[src/rtl/mips_mem_port_pkg.sv]
// Shared types for the MIPS memory port: memory operations, port FSM states,
// channel ids and small offset-classification helpers.
package mips_mem_port_pkg;

    typedef enum logic [3:0] {
        LB  = 4'd0,
        LBU = 4'd1,
        LH  = 4'd2,
        LHU = 4'd3,
        LW  = 4'd4,
        LWL = 4'd5,
        LWR = 4'd6,
        SB  = 4'd7,
        SH  = 4'd8,
        SW  = 4'd9
    } mem_op_t;

    typedef enum logic [1:0] {
        IDLE = 2'd0,
        BUS  = 2'd1,
        RESP = 2'd2
    } mem_port_state_t;

    localparam logic CH_FETCH = 1'b0;
    localparam logic CH_DATA  = 1'b1;

    function automatic logic is_store(mem_op_t op);
        case (op)
            SB, SH, SW: return 1'b1;
            default:    return 1'b0;
        endcase
    endfunction

    // Offset actually used on the bus: halfwords drop bit 0, words drop both bits.
    function automatic logic [1:0] align_offset(mem_op_t op, logic [1:0] offset);
        case (op)
            LH, LHU, SH: return {offset[1], 1'b0};
            LW, SW:      return 2'b00;
            default:     return offset;
        endcase
    endfunction

    function automatic logic is_misaligned(mem_op_t op, logic [1:0] offset);
        return align_offset(op, offset) != offset;
    endfunction

endpackage

[src/rtl/mem_lane_format.sv]
// Byte-lane steering between big-endian CPU values and the little-lane Avalon bus:
// byteenable and writedata for stores, merged/extended load result for loads.
module mem_lane_format
    import mips_mem_port_pkg::*;
(
    input  mem_op_t     op,
    input  logic [1:0]  offset,
    input  logic [31:0] wdata,
    input  logic [31:0] rt_old,
    input  logic [31:0] readdata,
    output logic [3:0]  byteenable,
    output logic [31:0] writedata,
    output logic [31:0] load_data
);

    logic [31:0] rd_swap_s;
    logic [31:0] rd_shift_s;
    logic [15:0] half_s;
    logic [4:0]  shl_s;
    logic [4:0]  shr_s;

    // Lane selection per operation; lane k carries memory byte at offset k.
    always_comb begin
        rd_swap_s  = {readdata[7:0], readdata[15:8], readdata[23:16], readdata[31:24]};
        shl_s      = {offset, 3'b000};
        shr_s      = {~offset, 3'b000};
        rd_shift_s = readdata >> shl_s;
        half_s     = {rd_shift_s[7:0], rd_shift_s[15:8]};
        byteenable = 4'b0000;
        writedata  = 32'h0000_0000;
        load_data  = 32'h0000_0000;
        case (op)
            LB: begin
                byteenable = 4'b0001 << offset;
                load_data  = {{24{rd_shift_s[7]}}, rd_shift_s[7:0]};
            end
            LBU: begin
                byteenable = 4'b0001 << offset;
                load_data  = {24'h00_0000, rd_shift_s[7:0]};
            end
            LH: begin
                byteenable = offset[1] ? 4'b1100 : 4'b0011;
                load_data  = {{16{half_s[15]}}, half_s};
            end
            LHU: begin
                byteenable = offset[1] ? 4'b1100 : 4'b0011;
                load_data  = {16'h0000, half_s};
            end
            LW: begin
                byteenable = 4'b1111;
                load_data  = rd_swap_s;
            end
            LWL: begin
                byteenable = 4'b1111 << offset;
                load_data  = (rd_swap_s << shl_s) | (rt_old & ~(32'hFFFF_FFFF << shl_s));
            end
            LWR: begin
                byteenable = 4'b1111 >> (~offset);
                load_data  = (rd_swap_s >> shr_s) | (rt_old & ~(32'hFFFF_FFFF >> shr_s));
            end
            SB: begin
                byteenable = 4'b0001 << offset;
                writedata  = {24'h00_0000, wdata[7:0]} << shl_s;
            end
            SH: begin
                byteenable = offset[1] ? 4'b1100 : 4'b0011;
                writedata  = {16'h0000, wdata[7:0], wdata[15:8]} << shl_s;
            end
            SW: begin
                byteenable = 4'b1111;
                writedata  = {wdata[7:0], wdata[15:8], wdata[23:16], wdata[31:24]};
            end
            default: begin
                byteenable = 4'b0000;
                writedata  = 32'h0000_0000;
                load_data  = 32'h0000_0000;
            end
        endcase
    end

endmodule

[src/rtl/mips_mem_port.sv]
// Dual-channel (fetch/data) Avalon-MM memory port with big-endian byte-lane handling.
// Define MIPS_MEM_ALIGN_TRAP_EN to answer misaligned accesses with err instead of aligning them.
module mips_mem_port
    import mips_mem_port_pkg::*;
#(
    parameter int ADDR_W         = 32,
    parameter int TIMEOUT_CYCLES = 0
) (
    input  logic              clk,
    input  logic              reset,
    input  logic              if_req,
    input  logic [ADDR_W-1:0] if_addr,
    output logic              if_ready,
    output logic [31:0]       if_rdata,
    output logic              if_err,
    input  logic              d_req,
    input  logic [3:0]        d_op,
    input  logic [ADDR_W-1:0] d_addr,
    input  logic [31:0]       d_wdata,
    input  logic [31:0]       d_rt_old,
    output logic              d_ready,
    output logic [31:0]       d_rdata,
    output logic              d_err,
    output logic              busy,
    output logic [ADDR_W-1:0] address,
    output logic              read,
    output logic              write,
    input  logic              waitrequest,
    output logic [31:0]       writedata,
    output logic [3:0]        byteenable,
    input  logic [31:0]       readdata
);

`ifdef MIPS_MEM_ALIGN_TRAP_EN
    localparam logic ALIGN_TRAP = 1'b1;
`else
    localparam logic ALIGN_TRAP = 1'b0;
`endif
    localparam logic [31:0] TIMEOUT_LIM = 32'(TIMEOUT_CYCLES);

    mem_port_state_t   state_r;
    logic              last_grant_r, grant_r, busy_r;
    logic [31:0]       timer_r;
    logic [ADDR_W-1:0] address_r;
    logic              read_r, write_r;
    logic [3:0]        byteenable_r;
    logic [31:0]       writedata_r;
    logic              if_ready_r, if_err_r, d_ready_r, d_err_r;
    logic [31:0]       if_rdata_r, d_rdata_r;

    logic              grant_s, sel_s, misalign_s, timeout_hit_s;
    mem_op_t           op_s;
    logic [1:0]        raw_off_s, eff_off_s;
    logic [ADDR_W-1:0] word_addr_s;
    logic [3:0]        be_s;
    logic [31:0]       wdata_s, load_s;

    // Round-robin pick among pending requests; the channel served last loses a tie.
    always_comb begin
        if (if_req && d_req) begin
            grant_s = ~last_grant_r;
        end else if (d_req) begin
            grant_s = CH_DATA;
        end else begin
            grant_s = CH_FETCH;
        end
    end

    // Steer the channel being granted (IDLE) or served (BUS) into the lane formatter.
    always_comb begin
        sel_s = (state_r == IDLE) ? grant_s : grant_r;
        if (sel_s == CH_DATA) begin
            op_s        = mem_op_t'(d_op);
            raw_off_s   = d_addr[1:0];
            word_addr_s = {d_addr[ADDR_W-1:2], 2'b00};
        end else begin
            op_s        = LW;
            raw_off_s   = if_addr[1:0];
            word_addr_s = {if_addr[ADDR_W-1:2], 2'b00};
        end
        eff_off_s     = align_offset(op_s, raw_off_s);
        misalign_s    = ALIGN_TRAP & is_misaligned(op_s, raw_off_s);
        timeout_hit_s = (TIMEOUT_LIM != 32'd0) && ((timer_r + 32'd1) == TIMEOUT_LIM);
    end

    mem_lane_format u_lane (
        .op         (op_s),
        .offset     (eff_off_s),
        .wdata      (d_wdata),
        .rt_old     (d_rt_old),
        .readdata   (readdata),
        .byteenable (be_s),
        .writedata  (wdata_s),
        .load_data  (load_s)
    );

    // Port FSM: arbitration, bus strobes, timeout and one-cycle response pulses.
    always_ff @(posedge clk) begin
        if (reset) begin
            state_r      <= IDLE;
            last_grant_r <= CH_FETCH;
            grant_r      <= CH_FETCH;
            busy_r       <= 1'b0;
            timer_r      <= 32'd0;
            address_r    <= {ADDR_W{1'b0}};
            read_r       <= 1'b0;
            write_r      <= 1'b0;
            byteenable_r <= 4'b0000;
            writedata_r  <= 32'd0;
            if_ready_r   <= 1'b0;
            if_err_r     <= 1'b0;
            if_rdata_r   <= 32'd0;
            d_ready_r    <= 1'b0;
            d_err_r      <= 1'b0;
            d_rdata_r    <= 32'd0;
        end else begin
            case (state_r)
                IDLE: begin
                    if (if_req || d_req) begin
                        grant_r      <= grant_s;
                        last_grant_r <= grant_s;
                        busy_r       <= 1'b1;
                        if (misalign_s) begin
                            state_r <= RESP;
                            if (grant_s == CH_DATA) begin
                                d_ready_r <= 1'b1;
                                d_err_r   <= 1'b1;
                                d_rdata_r <= 32'd0;
                            end else begin
                                if_ready_r <= 1'b1;
                                if_err_r   <= 1'b1;
                                if_rdata_r <= 32'd0;
                            end
                        end else begin
                            state_r      <= BUS;
                            address_r    <= word_addr_s;
                            read_r       <= ~is_store(op_s);
                            write_r      <= is_store(op_s);
                            byteenable_r <= be_s;
                            writedata_r  <= wdata_s;
                            timer_r      <= 32'd0;
                        end
                    end
                end
                BUS: begin
                    // waitrequest still high here means the timeout fired.
                    if (!waitrequest || timeout_hit_s) begin
                        state_r <= RESP;
                        read_r  <= 1'b0;
                        write_r <= 1'b0;
                        if (grant_r == CH_DATA) begin
                            d_ready_r <= 1'b1;
                            d_err_r   <= waitrequest;
                            d_rdata_r <= waitrequest ? 32'd0 : load_s;
                        end else begin
                            if_ready_r <= 1'b1;
                            if_err_r   <= waitrequest;
                            if_rdata_r <= waitrequest ? 32'd0 : load_s;
                        end
                    end else begin
                        timer_r <= timer_r + 32'd1;
                    end
                end
                RESP: begin
                    state_r    <= IDLE;
                    busy_r     <= 1'b0;
                    if_ready_r <= 1'b0;
                    if_err_r   <= 1'b0;
                    d_ready_r  <= 1'b0;
                    d_err_r    <= 1'b0;
                end
                default: begin
                    state_r    <= IDLE;
                    busy_r     <= 1'b0;
                    read_r     <= 1'b0;
                    write_r    <= 1'b0;
                    if_ready_r <= 1'b0;
                    d_ready_r  <= 1'b0;
                end
            endcase
        end
    end

    assign busy       = busy_r;
    assign address    = address_r;
    assign read       = read_r;
    assign write      = write_r;
    assign byteenable = byteenable_r;
    assign writedata  = writedata_r;
    assign if_ready   = if_ready_r;
    assign if_err     = if_err_r;
    assign if_rdata   = if_rdata_r;
    assign d_ready    = d_ready_r;
    assign d_err      = d_err_r;
    assign d_rdata    = d_rdata_r;

endmodule
[config.mk]
export PLATFORM = sky130hd
export DESIGN_NAME = mips_mem_port
export DESIGN_NICKNAME = d
export VERILOG_FILES = /design/src/rtl/mips_mem_port_pkg.sv /design/src/rtl/mem_lane_format.sv /design/src/rtl/mips_mem_port.sv
export SDC_FILE = /design/constraint.sdc
export NUM_CORES = 1
export LEC_CHECK = 0
export BUFFER_PORTS_ARGS = -buffer_cell sky130_fd_sc_hd__buf_2
export CORE_MARGIN = 5
export CORE_UTILIZATION = 31
export DETAILED_ROUTE_END_ITERATION = 7
export PLACE_DENSITY = 0.66
export SETUP_SLACK_MARGIN = 0.4
export SKIP_CTS_REPAIR_TIMING = 1
export SLEW_MARGIN = 15
export SYNTH_ARGS = -nofsm -noshare
export SYNTH_HDL_FRONTEND = slang
export SYNTH_HIERARCHICAL = 1
export SYNTH_SLANG_ARGS = --single-unit
[constraint.sdc]
create_clock -name clk -period 3.5 [get_ports clk]
set_input_delay 1.05 -clock clk [delete_from_list [all_inputs] [get_ports clk]]
set_output_delay 1.05 -clock clk [all_outputs]
set_load 0.01 [all_outputs]
* Word level (Yosys, flattened, before mapping)
Index checks and enable logic that the tools add are counted.
** Word-level totals
- Word-level logic and storage cells :: 107
- Flip-flop bits (word level) :: 142
- Output and inout port bits :: 139
- Input bits :: 169
** Operators by class
- Reductions and logical operators :: 19
- Shifts and indexed selects :: 10
- Bitwise logic cells :: 13
- Eq/ne operators :: 15
- Muxes and demuxes :: 36
** Operators with widths (number)
- one-hot mux 32 bit (7 select lines) :: 1
- one-hot mux 32 bit (3 select lines) :: 1
- bitwise AND 32 bit :: 2
- inverter 32 bit :: 2
- OR 32 bit :: 2
- two-way mux 32 bit :: 1
- left shift 16 x 5 -> 32 bit :: 1
- left shift 32 x 5 -> 32 bit :: 1
- left shift 32 x 5 -> 32 bit (first input constant) :: 1
- left shift 8 x 5 -> 32 bit :: 1
- >> shifter 32 x 5 -> 16 bit :: 1
- >> shifter 32 x 5 -> 32 bit :: 1
- >> shifter 32 x 5 -> 32 bit (first input constant) :: 1
- AND reduction 3 bit :: 7
- one-hot mux 4 bit (5 select lines) :: 1
- two-way mux 1 bit :: 18
- equality test 4 x 3 -> 1 bit (second input constant) :: 4
- one-hot mux 1 bit (2 select lines) :: 5
- OR reduction 3 bit :: 3
- equality test 4 x 2 -> 1 bit (second input constant) :: 2
- equality test 4 bit (second input constant) :: 2
- two-way mux 4 bit :: 2
- one-hot mux 2 bit (2 select lines) :: 2
- two-way mux 2 bit :: 3
- 18 further kinds :: 28

* Logic depth before layout (Yosys ltp)
- Depth after elaboration :: 13
- Depth in mapped cells :: 13
- Gate-level depth less buffers :: 9

* Cells and area by module
The synthesis kept the hierarchy.
** By module, submodules not included
- mips_mem_port :: area an instance 5449.0 sq um, times used 1, cells each 676, sequential area each 2762.6 sq um
- mem_lane_format :: area an instance 2587.5 sq um, times used 1, cells each 346, sequential area each 0.0 sq um

* Worst setup path before layout
No wires, ideal clock.
- Path kind :: in2reg
- From :: input d_req
- To :: register writedata_r[2] (netlist: writedata[2])
- Cell stages on the path :: 10
- Setup time :: 70 ps
- Path slack :: 395 ps
- Arrival :: 3035 ps
- Required time :: 3430 ps
- Buffers on the path :: 1
- Cells stage by stage :: a21boi_2 -> mux2_2 -> and2_1 -> buf_6 -> or4b_4 -> a21oi_4 -> nand2_4 -> o21ai_1 -> nand3_1 -> a21oi_1
** On the way
- Longest elaborated chain between the ends :: 9
- Elaborated cells between the ends (all ways) :: 20
- Classes of those cells :: eq/ne: 6; shift: 2; mux: 7; reduce/logical: 5
** RTL lines
- start, declared :: line mips_mem_port.sv:16 : input logic d_req,
- two-way mux 1 bit / logical AND 1 bit (equally long branches) :: line mips_mem_port.sv:62, mips_mem_port.sv:60
- two-way mux 1 bit (*) :: line mips_mem_port.sv:60 : if (if_req && d_req) begin
- two-way mux 1 bit (*) :: line mips_mem_port.sv:71 : sel_s = (state_r == IDLE) ? grant_s : grant_r;
- two-way mux 4 bit (*) :: line mips_mem_port.sv:72 : if (sel_s == CH_DATA) begin
- via op_s[1] :: line mips_mem_port.sv:52 : mem_op_t op_s;
- equality test 4 x 2 -> 1 bit, or another cell as far along :: line mips_mem_port_pkg.sv:36 : case (op)
- OR reduction 3 bit (no line) / OR reduction 2 bit (equally long branches)
- one-hot mux 2 bit (2 select lines) :: line mips_mem_port_pkg.sv:36
- left shift 16 x 5 -> 32 bit / left shift 8 x 5 -> 32 bit (equally long branches) :: line mem_lane_format.sv:67, mem_lane_format.sv:63
- one-hot mux 32 bit (3 select lines) (*) :: line mem_lane_format.sv:32 : case (op)
- via wdata_s[2] :: line mips_mem_port.sv:56 : logic [31:0] wdata_s, load_s;
- end signal, assigned :: line mips_mem_port.sv:140 : writedata_r <= wdata_s;
- end, declared :: line mips_mem_port.sv:47 : logic [31:0] writedata_r;
Mark *: on every way through the listed nets, which the timed path passes. The rest lies on a longest branch.
A chain may end at the register's enable or synchronous reset.

* Final worst setup path
- From :: input d_req
- To :: register writedata_r[28] (netlist: writedata[28])
Same word-level chain as after synthesis.

==> results.txt <==
----------------------------------------------------
[CTS]
  Clock Pin Slew Worst Setup and Hold Paths ... approximately 70 ps
  TritonCTS clock tree ... done
  Clock root buffer ... clkbuf_16
  Clock latency of the later-clocked register in the worst-skew pair ... 430 ps
  Count of clock tree sinks ... about 140
  Cts bufs inserted ... 17
  Clk buf depth ... 2
  Number of levels the H-tree was split into ... 4

[STA]
  Setup repair after global routing missed its margin ... no
  Final Critical Period ... roughly 3000 ps
  Share of the clock period used by the worst path ... around 86%
  Final slew viol count ... 0
  Count of final hold-check violations ... 0
  Final setup margin ... approximately 480 ps
  Final total negative setup slack ... 0 ps
  Fin Hold WS ... 453 ps
  Endpoints failing setup ... 0
  Worst Max-Slew Pin Slew ... roughly 800 ps
  Normalized max-slew margin ... between 40 and 50%
  Worst Skew ... 13.6 ps
  F_max ... ~0.33 GHz

[Power]
  Internal power summed over all cells ... 3.20 mW
  Share of total power in combinational logic ... about a quarter
  Clk network pwr share ... between 30% and 40%
  Net load switching power ... 1.59 mW
  Overall power ... approximately 4.8 mW
  Static Leakage ... roughly 4.6 nW
  Reg power frac ... between 30 and 40%
  Worst supply voltage drop on vdd ... approximately 0.24 mV
  Switching share of power ... between 30% and 40%
  Pwr per Cell Area ... 440 mW/mm²

[Drt]
  ANT nets after route ... 0
  Met3 wire len ... around 3300 µm
  DRC violation count after routing ... 0
  Drt initial violations ... between 800 and 900
  Final wirelength ... ~32000 µm
  Routed wire length on met2 ... between 15000 and 20000 µm
  Drt first pass iters ... 5
  Drt via density ... approximately 5.4
  Post-Route M1 WL ... 12900 µm
  Total number of vias ... around 9.0k
  Routed len/inst ... 19.2 µm
  Max layer used ... met5

[Yosys]
  Post-synthesis sequential area ratio ... between 30% and 40%
  Unique masters post-synth ... approximately 80
  Most instantiated library cell after synthesis ... nand2_1
  Number of enable flip-flop cells after synthesis ... 0
  Post-synthesis sequential element count ... 138
  Share of flip-flops with an asynchronous set or reset ... 0%
  Most used flip-flop cell after synthesis ... dfxtp_1
  Mean area per synthesized cell ... between 7 and 8 µm²
  List of most frequent post-synthesis cells ... nand2_1, a21oi_1, dfxtp_1
  Leading area contributor after synthesis ... dfxtp_1
  Share of the synthesized area in the top cell type ... around a third
  Cell area after technology mapping ... between 0.008 and 0.009 mm²
  Synth top area cells ... dfxtp_1, nand2_1, a21oi_1
  Total number of yosys warnings ... 6
  Count of mapped cells out of synthesis ... 1022

[Place]
  Final weighted congestion of routability-driven global placement ... ~0.88
  Worst slack at placement ... -29.1 ps
  Number of buffers added on ports ... around 300
  Placed wire-length estimate ... about 23000 µm
  Post-placement cell count ... about 1.6k

[Floorplanning]
  Die X ... about 170 µm
  Starting utilization of the core area ... slightly above 30%
  Chip height ... between 150 and 200 µm
  Ports placed on the boundary ... between 300 and 400
  Core Footprint ... 0.0258 mm²
  Number of rows in the core area ... 59
  Full die area ... between 0.02 and 0.03 mm²

[Setup path]
  Startpoint class of the critical path ... input pin
  Capturing element type of the critical path ... flop
  Critical path endpoint ... writedata[28]
  Internal reg-to-reg setup slack ... around 700 ps
  Worst Path Required ... roughly 3800 ps
  Worst endpoint data arrival time ... between 3000 and 4000 ps
  Register-to-Register Path Depth ... 11
  Worst R2R End ... writedata[28]
  CP Class ... input pin to flop
  Max FO, Critical Path ... 8
  Start of the worst register-to-register path ... state_r[0]
  Launch point of the critical path ... d_req

[GRT]
  Total grt overflow ... 0
  Number of antenna violations at the first check in global routing ... 5
  Wire length of the first global-routing pass ... around 48000 µm
  Largest net degree at the start of global routing ... 65
  Vias in the first global route ... around 8.6k
  Global Route Usage Sum ... between 20% and 30%

[Job]
  Max-cap violations ... 0

[Final layout]
  Area added between synthesis and finish ... 35.4%
  Filler instances ... 2643
  Register Area ... 0.00276 mm²
  Non-filler instance count after layout ... about 1.7k
  Net count, final ... 1479
  Multi-input logic area ... slightly below 0.005 mm²
  Layout cells sized above 1 ... 35.4%

[Outcome]
  Result of the run ... finished, final reports clean

[Hold path]
  Tightest Hold Check Type ... flop to flop

----------------------------------------------------
-- sequential cells by signal, indices dropped and copies added, names as in the netlist --
| name | count |
|---|---|
| byteenable | 4 |
| grant_r | 1 |
| read | 1 |
| d_rdata | 32 |
| writedata | 32 |
| state_r | 2 |
| if_rdata | 32 |
| address | 30 |
| d_ready | 1 |
| if_ready | 1 |
| write | 1 |
| busy | 1 |
-- routing by layer --
| layer | global-route usage (%) | vias up |
|---|---|---|
| met2 | 34.0 | 439 |
| met1 | 26.0 | 4204 |
| met5 | 0 | - |
| met3 | 6.89 | 46 |
| met4 | 6.48 | 6 |
| li1 | - | 4295 |
-- placed cells by master (no fill, tap or decap), types with 11 or more instances in the layout --
master / synthesis / routed
dfxtp_1: 138 / 138
clkbuf_16: 0 / 17
buf_12: 0 / 13
a311oi_1: 30 / 30
a22oi_1: 28 / 28
a22o_1: 24 / 24
nand2_1: 232 / 232
buf_4: 7 / 56
o21ai_0: 39 / 39
nor2_1: 11 / 11
buf_2: 46 / 300
a21oi_1: 142 / 141
o21ai_1: 16 / 15
nand3_1: 47 / 47
mux2i_1: 36 / 32
-- power groups by stage --
stage | sequential [mW] | clock, mW | combinational [mW]
floorplan | 1.76 | 0 | 0.671
global placement | 1.73 | 0 | 1.20
detailed placement | 1.73 | 0 | 1.21
CTS | 1.69 | 1.89 | 1.22
global route | 1.70 | 1.98 | 1.35
finish | 1.69 | 1.85 | 1.24
-- per-stage QoR --
step                utilization (%)  area, µm²
floorplan                         -       8050
detailed placement             39.5      10200
finish                         42.2      10900
CTS                            41.8      10800
global route                   42.2      10900
global placement               39.5      10200
-- worst max-delay path, cell delays in order --
cell and delay, ps:
buf_2 120, a21boi_2 160, mux2_4 290, and2_1 200
buf_4 160, nor4b_4 310, buf_6 220, mux2i_1 280
o22ai_1 140, a22o_1 230, nand3_1 80, a21oi_1 60
-- worst min path at each step --
stage	start	endpoint	slack [ps]	depth (start not counted)
finish	d_rdata[27]	d_rdata[27]	450	2
global route	d_rdata[7]	d_rdata[7]	460	2
CTS	d_rdata[7]	d_rdata[7]	450	2
detailed placement	d_rdata[27]	d_rdata[27]	440	2
global placement	d_rdata[14]	d_rdata[14]	440	2
floorplan	d_rdata[0]	d_rdata[0]	480	2
-- cells by family (layout without fill, tap and decap cells) --
family	after synthesis	in the layout	synth area share, %
simple gates	363	363	21.5
compound gates	347	347	28.1
flops	138	138	34.4
buf+inv	116	414	7.12
mux	55	55	8.64
xor+xnor	2	2	0.218
other cells	1	6	0.0467
-- cell type report --
| class | count | area share (%) |
|---|---|---|
| inverter | 10 | 0.345 |
| multi-input combinational | 771 | 44.6 |
| antenna | 2 | 0.0460 |
| clock inverter | 14 | 1.37 |
| timing repair buffer | 372 | 20.4 |
| clock buffer | 18 | 4.04 |
| tap | 335 | 3.85 |
| sequential | 138 | 25.4 |
Power figures use the tool's default switching activity.
